--- config.mk ---
export PLATFORM = sky130hd
export DESIGN_NAME = sim_trace
export DESIGN_NICKNAME = d
export VERILOG_FILES = /design/src/rtl/sim_trace_pkg.sv /design/src/rtl/sim_trace_fifo.sv /design/src/rtl/sim_trace.sv
export SDC_FILE = /design/constraint.sdc
export NUM_CORES = 2
export LEC_CHECK = 0
export CORE_AREA = 2 2 369 646
export DETAILED_ROUTE_END_ITERATION = 16
export DIE_AREA = 0 0 371 648
export GPL_ROUTABILITY_DRIVEN = 0
export PLACE_DENSITY = 0.7
export SETUP_SLACK_MARGIN = 0.2
export SLEW_MARGIN = 40
export SYNTH_ARGS = -nofsm -noshare
export SYNTH_HDL_FRONTEND = slang
export SYNTH_SLANG_ARGS = --single-unit
--- constraint.sdc ---
create_clock -name clock -period 16.3 [get_ports clock]
set_input_delay 3.26 -clock clock [delete_from_list [all_inputs] [get_ports clock]]
set_output_delay 3.26 -clock clock [all_outputs]
set_load 0.02 [all_outputs]
--- src/rtl/sim_trace_pkg.sv ---
// sim_trace_pkg: shared types for the commit tracer (trace record, watchdog state, exception code).
// Latency: n/a (types and constants only).
// Backpressure: n/a.
// The record widths set the largest XLEN / EXC_W the tracer can carry. Narrower values are zero-extended into the record.
package sim_trace_pkg;

    localparam int REC_PC_W  = 32;
    localparam int REC_EXC_W = 4;

    // Exception code carried by a normal retirement.
    localparam logic [REC_EXC_W-1:0] EXC_NONE = '0;

    typedef struct packed {
        logic [REC_PC_W-1:0]  pc;
        logic [31:0]          inst;
        logic [REC_EXC_W-1:0] exc;
        logic [63:0]          cycle;
    } trace_rec_t;

    typedef enum logic [1:0] {
        WD_IDLE = 2'd0,
        WD_RUN  = 2'd1,
        WD_HUNG = 2'd2
    } wd_state_t;

endpackage

--- src/rtl/sim_trace_fifo.sv ---
// sim_trace_fifo: generic record FIFO with a valid/ready read port and full/empty flags.
// Latency: a written record reaches pop_vld on the cycle after the write; there is no bypass path.
// Backpressure: a write while full is refused unless a pop frees the head slot in the same cycle.
// Ports: clock, reset (async, high); push_vld/push_dat write side; pop_vld/pop_rdy/pop_dat read side; full, empty.
module sim_trace_fifo #(
    parameter int  DEPTH = 16,
    parameter type rec_t = logic [31:0]
) (
    input  logic clock,
    input  logic reset,
    input  logic push_vld,
    input  rec_t push_dat,
    output logic pop_vld,
    input  logic pop_rdy,
    output rec_t pop_dat,
    output logic full,
    output logic empty
);

    localparam int          AW      = $clog2(DEPTH);
    localparam logic [AW:0] PTR_ONE = 1;

    rec_t        mem [DEPTH];
    logic [AW:0] wr_ptr;
    logic [AW:0] rd_ptr;
    logic        pop_fire;
    logic        push_fire;

    // The extra pointer MSB tells full (laps differ) from empty (same lap).
    assign empty     = (wr_ptr == rd_ptr);
    assign full      = (wr_ptr[AW] != rd_ptr[AW]) && (wr_ptr[AW-1:0] == rd_ptr[AW-1:0]);
    assign pop_vld   = !empty;
    assign pop_fire  = pop_vld && pop_rdy;
    // When full, the write lands in the slot the pop is vacating this same cycle.
    assign push_fire = push_vld && (!full || pop_fire);

    always_ff @(posedge clock or posedge reset) begin
        if (reset) begin
            wr_ptr <= '0;
            rd_ptr <= '0;
        end else begin
            if (push_fire) wr_ptr <= wr_ptr + PTR_ONE;
            if (pop_fire)  rd_ptr <= rd_ptr + PTR_ONE;
        end
    end

    // Storage needs no reset: nothing is read before it is written.
    always_ff @(posedge clock) begin
        if (push_fire) mem[wr_ptr[AW-1:0]] <= push_dat;
    end

    // When empty, this slot holds stale data. The consumer must mask it.
    assign pop_dat = mem[rd_ptr[AW-1:0]];

endmodule

--- src/rtl/sim_trace.sv ---
// sim_trace: pipeline probe counters, commit trace FIFO and a commit watchdog.
// Latency: a commit is counted, and appears on trc_valid, one cycle after its cmt_valid.
// Backpressure: trc_ready low holds the head record stable. Commits arriving when the FIFO is full are dropped and counted in trc_drop.
// Ports: clock, reset (async, high); stg_valid/stg_pc probes; cmt_* commit strobe; trc_* record stream with trc_ready;
//        trc_drop, cyc_cnt, ret_cnt, exc_cnt, stg_cnt statistics; hang watchdog flag.
module sim_trace
    import sim_trace_pkg::*;
#(
    parameter int NUM_STAGES = 4,
    parameter int XLEN       = 32,
    parameter int DEPTH      = 16,
    parameter int EXC_W      = 4,
    parameter int HANG_LIMIT = 1024
) (
    input  logic                       clock,
    input  logic                       reset,
    input  logic [NUM_STAGES-1:0]      stg_valid,
    input  logic [NUM_STAGES*XLEN-1:0] stg_pc,
    input  logic                       cmt_valid,
    input  logic [XLEN-1:0]            cmt_pc,
    input  logic [31:0]                cmt_inst,
    input  logic [EXC_W-1:0]           cmt_exc,
    output logic                       trc_valid,
    input  logic                       trc_ready,
    output logic [XLEN-1:0]            trc_pc,
    output logic [31:0]                trc_inst,
    output logic [EXC_W-1:0]           trc_exc,
    output logic [63:0]                trc_cycle,
    output logic [15:0]                trc_drop,
    output logic [63:0]                cyc_cnt,
    output logic [63:0]                ret_cnt,
    output logic [31:0]                exc_cnt,
    output logic [NUM_STAGES*32-1:0]   stg_cnt,
    output logic                       hang
);

    localparam int               GAP_W    = $clog2(HANG_LIMIT);
    // The watchdog trips on the edge where the gap count would reach HANG_LIMIT-1.
    localparam logic [GAP_W-1:0] GAP_TRIP = GAP_W'(HANG_LIMIT - 2);
    localparam logic [GAP_W-1:0] GAP_ONE  = 1;

    trace_rec_t cmt_rec;
    trace_rec_t fifo_dat;
    trace_rec_t head_rec;
    logic       fifo_full;
    logic       fifo_empty;
    logic       drop_vld;
    logic [31:0] stg_cnt_q [NUM_STAGES];
    wd_state_t   wd_state;
    logic [GAP_W-1:0] gap_cnt;

    always_comb begin
        cmt_rec       = '0;
        cmt_rec.pc    = REC_PC_W'(cmt_pc);
        cmt_rec.inst  = cmt_inst;
        cmt_rec.exc   = REC_EXC_W'(cmt_exc);
        cmt_rec.cycle = cyc_cnt;
    end

    sim_trace_fifo #(
        .DEPTH (DEPTH),
        .rec_t (trace_rec_t)
    ) u_fifo (
        .clock    (clock),
        .reset    (reset),
        .push_vld (cmt_valid),
        .push_dat (cmt_rec),
        .pop_vld  (trc_valid),
        .pop_rdy  (trc_ready),
        .pop_dat  (fifo_dat),
        .full     (fifo_full),
        .empty    (fifo_empty)
    );

    // The record fields read zero while nothing is buffered.
    assign head_rec  = fifo_empty ? '0 : fifo_dat;
    assign trc_pc    = head_rec.pc[XLEN-1:0];
    assign trc_inst  = head_rec.inst;
    assign trc_exc   = head_rec.exc[EXC_W-1:0];
    assign trc_cycle = head_rec.cycle;

    // A same-cycle pop makes room, so only an unaccompanied full push is lost.
    assign drop_vld = cmt_valid && fifo_full && !(trc_valid && trc_ready);

    always_ff @(posedge clock or posedge reset) begin
        if (reset) begin
            cyc_cnt  <= '0;
            ret_cnt  <= '0;
            exc_cnt  <= '0;
            trc_drop <= '0;
        end else begin
            cyc_cnt <= cyc_cnt + 64'd1;
            if (cmt_valid && (cmt_exc == EXC_W'(EXC_NONE))) ret_cnt <= ret_cnt + 64'd1;
            if (cmt_valid && (cmt_exc != EXC_W'(EXC_NONE))) exc_cnt <= exc_cnt + 32'd1;
            if (drop_vld && (trc_drop != 16'hFFFF))          trc_drop <= trc_drop + 16'd1;
        end
    end

    always_ff @(posedge clock or posedge reset) begin
        if (reset) begin
            for (int i = 0; i < NUM_STAGES; i++) stg_cnt_q[i] <= '0;
        end else begin
            for (int i = 0; i < NUM_STAGES; i++) begin
                if (stg_valid[i]) stg_cnt_q[i] <= stg_cnt_q[i] + 32'd1;
            end
        end
    end

    always_comb begin
        stg_cnt = '0;
        for (int i = 0; i < NUM_STAGES; i++) stg_cnt[i*32 +: 32] = stg_cnt_q[i];
    end

    // Watchdog. It stays dormant until the first commit, then counts commit-free cycles.
    // HUNG only flags the condition and does not affect tracing.
    always_ff @(posedge clock or posedge reset) begin
        if (reset) begin
            wd_state <= WD_IDLE;
            gap_cnt  <= '0;
            hang     <= 1'b0;
        end else begin
            unique case (wd_state)
                WD_IDLE: begin
                    if (cmt_valid) begin
                        wd_state <= WD_RUN;
                        gap_cnt  <= '0;
                    end
                end
                WD_RUN: begin
                    if (cmt_valid) begin
                        gap_cnt <= '0;
                    end else begin
                        gap_cnt <= gap_cnt + GAP_ONE;
                        if (gap_cnt == GAP_TRIP) begin
                            wd_state <= WD_HUNG;
                            hang     <= 1'b1;
                        end
                    end
                end
                WD_HUNG: begin
                    hang <= 1'b1;
                end
                default: begin
                    wd_state <= WD_IDLE;
                    hang     <= 1'b0;
                end
            endcase
        end
    end

    // Stage PCs are probe-only here; they are not traced.
    logic stg_pc_unused;
    assign stg_pc_unused = ^stg_pc;

endmodule

==> metrics.txt <==
synthesized net count=4831; Synth Warn #=0; core area=0.235 mm^2; outcome=finished, final reports clean; largest net degree at the start of global routing=approximately 120; Layout Skew=just over 0.08 ns; DRC Markers=0; CP max-delay cell=dfrtp_4; post-synthesis register bit count=~2400; initial antenna violation count=10; Slew HR=41.2%; Top Ports=642; post-layout instance area=0.111 mm^2; final antenna-violating net count=0; Synth Area in Compound Gates=2.94%; RSZ-0062 raised after global routing=false; synth-to-layout area growth=18.1%; first-pass GRT wire length=344 mm; CTS tree=done; Top FF cell, synth=edfxtp_1; Worst setup EP type=output port; worst r2r src=u_fifo.rd_ptr[2]$_DFFE_PP0P_; EDFF count, synth=2112; CP Class=flop to output port; adder-cell area share of the yosys netlist=0.254%; Die Height=648 um; Syn Inst Count=roughly 4600; fin crit period=between 8 and 9 ns; clk buf depth=4; Setup Fix Bufs, Post-CTS=0; clock-pin slew on the worst setup and hold paths=0.06 ns; XOR/XNOR share of the synthesized area=under 10%; hold wc startpoint=stg_cnt[63]$_DFFE_PP0P_; Tot Pwr=18.7 mW; Max VDD drop=0.135 mV; Seq/Total Area, Yosys=76.4%; r2r setup slk=about 12 ns; Setup Viol. Count Final=0; final period utilization=52.5%; detailed-route wire length per cell=27.8 um; via count=47900; Max Slew Vio Count=0; via/cell ratio=5.61; H-tree depth=4; register area=0.0716 mm^2; Starting Density=39.8%; share of post-route cells with drive strength above 1=slightly below 20%; Synth async-reset ratio=13.4%; Setup crit start=u_fifo.rd_ptr[1]$_DFFE_PP0P_; WP buf/inv=4; Max Freq=0.117 GHz; Post-Layout Cell Count=~8500; nets=about 5500; Synth Area in Simple Gates=3.56%; power per cell area=169 mW/mm^2; worst slew pin tran=0.882 ns; post-route setup slack=7.75 ns; CP most frequent cell=buf_6; leading cell type in the layout, fill and taps excluded=edfxtp_1; aggregate routed wire length=238 mm; GR Util All Layers=approximately a fifth; initial DRC count=between 4000 and 5000; Post-Syn Area=0.0937 mm^2; Critical Path Start Type=flop; clk_lat worst skew=around 0.9 ns; CTS Hold Bufs=0; Mean Syn Cell Area=20.3 um^2; final setup TNS=0 ns; final hold vios=0; clk root buf=clkbuf_16; total clock sinks=between 2000 and 2500; pre-CTS WS=8.43 ns; ordered cell list for the critical path=buf_6 -> buf_6 -> buf_6 -> mux4_2 -> a22oi_1 -> a21oi_1 -> clkdlybuf4s50_1; Max Cap Viol=0; CTS Buf Count=222; die width=371 um; Port Buf Inserts=513; commonest non-fill, non-tap cells in the layout=2112 x edfxtp_1, 528 x mux4_2, 513 x clkdlybuf4s50_1; Multi-input gate area=0.0212 mm^2; worst-path fanout max=49; Synth cell types=51; largest family of logic cells by synthesized area=multiplexers; kind of cell adding the most delay to the critical path=buffers and inverters; FP Rows=~240; placed wire-length estimate=roughly 130 mm; Area after DPL=a little over 0.1 mm^2; Cells after DPL=8121; Die ar.=0.240 mm^2; arrival time worst endpoint=5.29 ns; vias in the first global route=50100; CTS resizes=0; min-delay worst type=flop to flop; max incr delay on CP=0.81 ns; P_leak=around 36 nW; # fillers=19300; multiplexer share of the synthesized area=12.8%; drt pass-1 iters=5; gr ovfl total=0; required time worst endpoint=13.04 ns
-- where the power goes --
group	leakage [nW]	internal, mW	switching [mW]	total [mW]
clock network	3.55	2.97	2.33	5.31
registers	23.4	7.37	0.237	7.61
logic	9.25	2.44	3.34	5.78
-- state kept, by name, summed over array words and instances (netlist names) --
name,flops
cyc_cnt,64
exc_cnt,32
gap_cnt,10
hang,1
ret_cnt,64
stg_cnt,128
trc_drop,16
u_fifo.mem,2112
u_fifo.rd_ptr,5
u_fifo.wr_ptr,5
wd_state,2
-- layer usage --
layer  global-route usage (%)  vias up  routed length, um
met1                     24.9    25500              93100
met5                        0        -                 76
met2                     32.9     1831             119000
li1                         -    20100                  -
met3                     5.42      345              20100
met4                     5.10       12               5550
-- final cells by class --
cell class                 instances  share of cell area [%]
inverter                          41                   0.150
timing repair buffer             633                    5.84
tap                             3094                    3.50
sequential                      2439                    64.7
multi-input combinational       1916                    19.2
clock buffer                     256                    5.19
clock inverter                   149                    1.46
antenna                            3                 0.00678
-- through the flow --
step	hold slack (ns)	util (%)
2_1_floorplan	0.462	-
3_3_place_gp	0.459	43.7
3_5_place_dp	0.464	43.9
4_1_cts	0.475	47.0
5_1_grt	0.493	47.0
6_report	0.471	47.0
-- synthesized netlist by cell type (all sizes together) (2+ instances only) --
cell type  count  area share [%]
and4          29            0.27
mux4         528              13
and3          37            0.25
a41oi          2           0.019
xnor2        176             1.7
a22oi        264             2.1
nand4         89            0.60
mux2          11            0.13
nor3          58            0.33
ha            19            0.25
clkbuf       132            0.53
nor4b          2           0.019
buf           80            0.41
nor4          23            0.20
and2          16            0.11
nor2b          8           0.053
or3            9           0.065
inv           40            0.16
edfxtp      2112              68
nand3         93            0.50
nand2        141            0.57
dfrtp        327             8.7
or4            9           0.080
or2            5           0.036
xor2         135             1.3
a21oi        137            0.73
nor2         112            0.45
o21ai          4           0.021
-- final timing paths --
check                                           endpoint  cells past startpoint
max                                           trc_pc[19]                      7
min                              stg_cnt[63]$_DFFE_PP0P_                      1
max reg2reg                u_fifo.mem[11][109]$_DFFE_PP_                      7
min reg2reg                      stg_cnt[63]$_DFFE_PP0P_                      1
max in group asynchronous   u_fifo.rd_ptr[1]$_DFFE_PP0P_                      4
min in group asynchronous        stg_cnt[19]$_DFFE_PP0P_                      2
-- logic make-up after synthesis --
group,after synthesis
AOI/OAI and AO/OA,413
DFF,2439
muxes,540
and+or+nand+nor,633
xor gates and xnor gates,311
buffers and inverters,253
adders and majority gates,19
Power figures use the tool's default switching activity.
